$ cat src/rtl/rf_write_scheduler.sv
// Write-port owner for the register file: round-robin ALU/MEM writeback
// arbitration, a registered write command, and a per-register pending scoreboard.
module rf_pend_bit (
  input  logic Clk,
  input  logic Reset,
  input  logic set,
  input  logic clr,
  output logic pend
);
  // A same-edge reserve beats the retiring write: a newer producer is outstanding.
  always_ff @(posedge Clk or posedge Reset) begin
    if (Reset)    pend <= 1'b0;
    else if (set) pend <= 1'b1;
    else if (clr) pend <= 1'b0;
  end
endmodule

module rf_write_scheduler #(
  parameter int W = 8,
  parameter int A = 2,
  parameter int N = 2**A
) (
  input  logic         Clk,
  input  logic         Reset,
  input  logic         AluReq,
  input  logic [A-1:0] AluAddr,
  input  logic [W-1:0] AluData,
  output logic         AluGnt,
  input  logic         MemReq,
  input  logic [A-1:0] MemAddr,
  input  logic [W-1:0] MemData,
  output logic         MemGnt,
  input  logic         ResvEn,
  input  logic [A-1:0] ResvAddr,
  input  logic         RdEnA,
  input  logic [A-1:0] RaddrA,
  input  logic         RdEnB,
  input  logic [A-1:0] RaddrB,
  output logic         Stall,
  output logic [N-1:0] Pending,
  output logic         WriteEn,
  output logic [A-1:0] Waddr,
  output logic [W-1:0] DataIn,
  output logic [7:0]   ConflictCnt
);
  typedef struct packed {
    logic [A-1:0] addr;
    logic [W-1:0] data;
  } wr_t;

  logic   rr_ptr;
  logic   contested;
  wr_t    win;
  logic [N-1:0] set_vec, clr_vec;

  assign contested = AluReq && MemReq;
  assign AluGnt    = AluReq && (!MemReq || !rr_ptr);
  assign MemGnt    = MemReq && (!AluReq ||  rr_ptr);
  assign win       = AluGnt ? wr_t'{AluAddr, AluData} : wr_t'{MemAddr, MemData};

  always_ff @(posedge Clk or posedge Reset) begin
    if (Reset) begin
      WriteEn     <= 1'b0;
      Waddr       <= '0;
      DataIn      <= '0;
      rr_ptr      <= 1'b0;
      ConflictCnt <= '0;
    end else begin
      WriteEn <= AluGnt || MemGnt;
      if (AluGnt || MemGnt) begin
        Waddr  <= win.addr;
        DataIn <= win.data;
      end
      // Pointer moves to the loser only when both sides competed.
      if (contested) begin
        rr_ptr <= AluGnt;
        if (ConflictCnt != 8'hFF) ConflictCnt <= ConflictCnt + 8'd1;
      end
    end
  end

  for (genvar i = 0; i < N; i++) begin : g_pend
    assign set_vec[i] = ResvEn  && (ResvAddr == A'(i));
    assign clr_vec[i] = WriteEn && (Waddr    == A'(i));
    rf_pend_bit u_pend (
      .Clk  (Clk),
      .Reset(Reset),
      .set  (set_vec[i]),
      .clr  (clr_vec[i]),
      .pend (Pending[i])
    );
  end

  assign Stall = (RdEnA && Pending[RaddrA]) || (RdEnB && Pending[RaddrB]);
endmodule

$ cat config.mk
export PLATFORM = sky130hd
export DESIGN_NAME = rf_write_scheduler
export DESIGN_NICKNAME = d
export VERILOG_FILES = /design/src/rtl/rf_write_scheduler.sv
export SDC_FILE = /design/constraint.sdc
export NUM_CORES = 1
export LEC_CHECK = 0
export ABC_CLOCK_PERIOD_IN_PS = 1500
export CAP_MARGIN = 15
export CORE_ASPECT_RATIO = 1.75
export CORE_MARGIN = 4
export CORE_UTILIZATION = 37
export CTS_CLUSTER_DIAMETER = 120
export CTS_CLUSTER_SIZE = 14
export DETAILED_ROUTE_END_ITERATION = 12
export PLACE_DENSITY = 0.75
export SYNTH_ARGS = -nofsm -noshare
export SYNTH_HDL_FRONTEND = slang
export SYNTH_SLANG_ARGS = --single-unit
$ cat constraint.sdc
create_clock -name Clk -period 1.5 [get_ports Clk]
set_clock_uncertainty 0.2 [all_clocks]
set_input_delay 0.3 -clock Clk [delete_from_list [all_inputs] [get_ports Clk]]
set_output_delay 0.3 -clock Clk [all_outputs]
set_load 0.02 [all_outputs]
; ---- Word-level counts from Yosys, hierarchy flattened
; Index checks and enable logic that the tools add are counted.
[word_totals]
reg_bits = 24
out_inout_bits = 26
wordCells = 59
inputBits = 33
[op_classes]
addsub = 1
reduce_logical = 27
n_eq_ne = 7
order_cmp = 2
mux = 13
[op_table]
columns = op, n
row1 = logical AND 1 bit, 13
row2 = two-way mux 1 bit, 10
row3 = two-way mux 10 bit, 1
row4 = adder 8 x 1 -> 8 bit (second input constant), 1
row5 = == test 2 bit (second input constant), 4
row6 = inequality test 8 bit (second input constant), 1
row7 = nonzero test 2 bit, 4
row8 = less-than comparator 2 x 3 -> 1 bit (second input constant), 2
row9 = binary-select mux 1 bit (select 2 bit), 2
row10 = == test 2 x 1 -> 1 bit (second input constant), 2
row11 = zero test 2 bit, 2
row12 = logical OR 1 bit, 4
row13 = zero test 1 bit, 3
row14 = AND reduction 2 bit, 1

; ---- Longest topological paths before layout
[depth]
ltp_word = 4
depth_mapped = 5
mapped_depth_nobuf = 4

; ---- Hierarchy
; Synthesis repeated with hierarchy kept, for this count alone.
[hier_totals]
hier_cells = 133
area_unflattened_um2 = 1333.8
[modules_own_cells]
columns = mod, seq_area_each_um2, instances, area_each_um2, cells_per_inst
row1 = rf_write_scheduler, 500.5, 1, 1173.6, 117
row2 = rf_pend_bit, 25.0, 4, 40.0, 4

; ---- Least setup slack after synthesis
; OpenSTA, ideal clock, no wires.
[synth_path]
path_type = register -> register
from = reg ConflictCnt[0]
to = reg ConflictCnt[1]
arrival_ps = 1411
path_slack_ps = -239
path_stages_with_launch = 5
path_buffers = 0
required_ps = 1172
period_less_slack_ps = 1739
setup_time_ps = 128
cell_sequence = dfrtp_1 ha_1 and3_4 a21o_1 mux2_1
[synth_via]
elab_chain_cells = 2
word_cells_on_any_way = 3
classes_between = add/sub: 1 / eq/ne: 1 / reduce/logical: 1
[synth_lines]
columns = element, line
row1 = start: declaration, 44  ; output logic [7:0] ConflictCnt
row2 = start signal: assignment, 77  ; if (ConflictCnt != 8'hFF) ConflictCnt <= ConflictCnt + 8'd1;
row3 = branches (longest 2 deep; another with adder 8 x 1 -> 8 bit), --
; Several ways; the timed one is not identified.
; A chain may end at the register's enable or synchronous reset.

; ---- Worst setup path in the final report
[layout_path]
from = reg g_pend[0].u_pend.pend
to = out Stall
[layout_via]
elab_chain_cells = 4
word_cells_on_any_way = 7
classes_between = mux: 4 / reduce/logical: 3
[layout_lines]
columns = element, line
row1 = start: declaration, 8  ; output logic pend
row2 = start signal: assignment, 12  ; if (Reset) pend <= 1'b0;
row3 = start signal: assignment, 13  ; else if (set) pend <= 1'b1;
row4 = start signal: assignment, 14  ; else if (clr) pend <= 1'b0;
row5 = binary-select mux 1 bit (select 2 bit), 94  ; assign Stall = (RdEnA && Pending[RaddrA]) || (RdEnB && Pending[RaddrB]);
row6 = two-way mux 1 bit (implied by the code), 94
row7 = logical AND 1 bit, 94
row8 = logical OR 1 bit *, 94
row9 = end: declaration, 39  ; output logic Stall,
; Mark *: on every way between the ends. The rest lies on a longest branch, timed or not. The select of a mux whose other input is x is not followed.

==> impl_metrics.yaml <==
worst_setup_path:
  max_stage_delay_ns: 0.47
  path_buf_inv: 1
  worst-setup-path-type: "reg2out"
  path_max_fanout: 3
  cp_data_arrival_time_ns: 1.53
  critical-path-slowest-cell: "mux4_2"
  rrSetupSlack_ns: -0.09
  cp_cell_sequence: "mux4_2, a22o_4, buf_6"
  critical_path_required_ns: 1.00
  critical_path.top_delay_family: "multiplexers"
  nature_of_the_critical_path_endpoint: "primary output"
  setup.worst_path.start_class: "flip-flop"
timing:
  grt_setup_unrepaired: "yes"
  final_min_period_over_clock_period: 1.356
  setup-tns-final_ns: -1.174
  peak_clock_frequency_supported_by_timing_mhz: 491.6
  report.final.setup_viol: 8
  setup_ws_ns: -0.5344
  hold_viol_final: 0
  tightest_slew_ns: 0.3457
  timing.slew.headroom: 0.7689
  timing_max_transition_violations_final: 0
  fin_crit_ns: 2.034
cts:
  cts_tree: "done"
  ctsRootBufferMaster: "clkbuf_8"
  insertion_delay_ns: 0.27
  numCtsBuffers: 3
  clkSinkCount: 24
  worst_setup_hold_path_clk_slew_ns: 0.09
  cts.path.max_buffers: 2
  clock_tree.htree_level_count: 1
floorplan:
  core_area_um2: 3398
  boundaryPins: 59
  die_area_um2: 4590
  floorplan.die.height_um: 86.68
  floorplan.rows: 28
  floorplan.die.width_um: 52.96
  initial_core_util: 0.3851
routing:
  viasPerCell: 5.198
  detail_route.wl_per_cell_um: 16.14
  firstDrtPassIters: 4
  final_antenna_net_count: 0
  route.final.wire_length_mm: 4.164
  post_detailed_route_drc_marker_count: 0
  drt-initial-drc-count: 29
  detailroute.via_count: 1341
global_routing:
  grt_start_max_net_pins: 25
  gr-usage-all-layers: 0.1930
  grt_first_pass_wirelength_mm: 6.748
  grt_pass1_vias: 1564
  initial_antenna_violation_count: 0
  overflow: 0
synthesis:
  synth_area_um2: 1309
  postSynthAreaPerCell_um2: 10.47
  ys.flop_type: "dfrtp_1"
  synthesis.instances: 125
  yosys_warnings: 0
  post_synthesis_sequential_element_count: 24
  synth_nets: 159
  count_of_flip_flops_with_a_built_in_enable_after_synthesis: 0
  synth.yosys.seq_area_share: 0.4589
  async_flop_share: 1.000
  synthDistinctLibCells: 34
outcome:
  violations: "setup timing"
  status: "finished with violations"
layout:
  post_route_cells_drive_above_1_share: 0.3803
  fin_nets: 248
  fillers: 264
  antenna_cells: 0
  fin_util: 0.6775
  area_growth_from_synthesis_to_final_layout_pct: 75.91
hold_path:
  hold_class: "in2async"
pwr:
  powerDensity_nw_per_um2: 1430
  ir_drop_uv: 882.4
  static-leakage-power_nw: 1.072
placed_design:
  portBuffers: 58
  detailedPlacementHpwl_mm: 3.187
  dp_slack_ns: -1.083
  routabilityCongestion: 0.8465
run:
  number_of_max_cap_violations: 0
==> where the power goes <==
group / internal (W) / total, W / switching (W)
logic: 0.000931 / 0.00181 / 0.000883
registers: 0.000859 / 0.00103 / 0.000167
clock network: 0.000235 / 0.000452 / 0.000217
total: 0.00202 / 0.00329 / 0.00127
==> cells in the mapped netlist, types with 2 or more instances <==
| cell type | count | area share |
|---|---|---|
| dfrtp_1 | 24 | 0.46 |
| inv_1 | 13 | 0.037 |
| o21ai_0 | 10 | 0.038 |
| a221oi_1 | 8 | 0.054 |
| mux2i_1 | 8 | 0.061 |
| nor3_1 | 8 | 0.031 |
| buf_4 | 6 | 0.034 |
| nand2_1 | 6 | 0.017 |
| a21oi_1 | 3 | 0.011 |
| a31oi_1 | 3 | 0.014 |
| nand2b_1 | 3 | 0.014 |
| xor2_1 | 3 | 0.020 |
| a211oi_1 | 2 | 0.011 |
| and4_4 | 2 | 0.017 |
| mux2_1 | 2 | 0.017 |
| mux4_2 | 2 | 0.034 |
| nand4_1 | 2 | 0.0096 |
| nor2_1 | 2 | 0.0057 |
| o211ai_1 | 2 | 0.011 |
| xnor2_1 | 2 | 0.013 |
==> per-layer routing <==
layer  up-vias  share of wire  wire length (um)  global-route usage
met2        62           0.56              2316              0.3620
met3        13          0.070               290             0.02754
met4         0          0.031               131             0.09070
met1       647           0.34              1425              0.1993
li1        619              -                 -                   -
met5         -              0                 0                   0
==> kinds of logic after synthesis <==
| kind of cell | count (synthesis) | share of synthesized area |
|---|---|---|
| adders and majority gates | 1 | 0.009559 |
| xor gates and xnor gates | 5 | 0.03347 |
| and+or+nand+nor | 29 | 0.1405 |
| AOI/OAI and AO/OA | 31 | 0.1606 |
| muxes | 12 | 0.1128 |
| buffers and inverters | 23 | 0.08412 |
| DFF | 24 | 0.4589 |
==> final timing paths <==
kind,startpoint,endpoint,depth (start not counted)
setup / recovery,g_pend[0].u_pend.pend,Stall,3
hold / removal,Reset,ConflictCnt[5],3
setup reg to reg,ConflictCnt[1],ConflictCnt[1],4
hold reg to reg,g_pend[2].u_pend.pend,g_pend[2].u_pend.pend,2
max in group asynchronous,Reset,ConflictCnt[0],3
min in group Clk,MemData[0],DataIn[0],3
==> repair_timing <==
item / in CTS / in global routing
hold buffers: 0 / 0
pin swaps: 8 / 4
endpoints found under the hold margin: 0 / 0
resized for setup: 71 / 37
setup endpoints to repair: 43 / 35
setup buffers: 7 / 1
==> sequential cells by signal, indices dropped and copies added (netlist names) <==
signal and flops:
rr_ptr 1, g_pend.u_pend.pend 4, WriteEn 1, Waddr 2, ConflictCnt 8, DataIn 8
==> metrics by stage <==
stage	total power, W	cell area, um2	instances	hold WS (ns)
after floorplan	0.001860	1336	125	0.1145
after global placement	0.002680	2131	246	0.3465
after detailed placement	0.002759	2131	246	0.3725
after CTS	0.003149	2215	257	0.1592
after global routing	0.003484	2302	258	0.2104
final	0.003291	2302	258	0.1519
==> layout by cell type (no fill, tap or decap), drive strengths merged <==
cell type | Yosys | layout
a211oi | 2 | 2
a21bo | 1 | 1
a21o | 1 | 1
a21oi | 3 | 3
a221oi | 8 | 8
a22o | 1 | 1
a31oi | 3 | 3
and2b | 1 | 1
and3 | 2 | 2
and4 | 2 | 2
buf | 8 | 43
clkbuf | 1 | 11
clkdlybuf4s15 | 0 | 9
clkdlybuf4s50 | 0 | 28
dfrtp | 24 | 24
dlygate4sd2 | 0 | 6
ha | 1 | 1
inv | 14 | 14
mux2 | 2 | 2
mux2i | 8 | 8
mux4 | 2 | 2
nand2 | 6 | 6
nand2b | 3 | 3
nand3 | 1 | 1
nand4 | 2 | 2
nor2 | 3 | 3
nor3 | 8 | 8
nor4b | 1 | 1
o211ai | 2 | 2
o21ai | 10 | 10
xnor2 | 2 | 2
xor2 | 3 | 3
==> tightest hold or removal path, delay by kind of cell <==
| kind | cells | cell delay (ns) |
|---|---|---|
| buffers and inverters | 3 | 0.68 |
==> layout make-up <==
class / count / area (um2) / area share
Sequential cell: 24 / 603.1 / 0.2620
Inverter: 14 / 52.55 / 0.02283
Clock buffer: 4 / 55.05 / 0.02391
Multi-Input combinational cell: 78 / 715.7 / 0.3109
Tap cell: 45 / 56.30 / 0.02446
Timing Repair Buffer: 93 / 819.5 / 0.3560
Power figures use the tool's default switching activity.
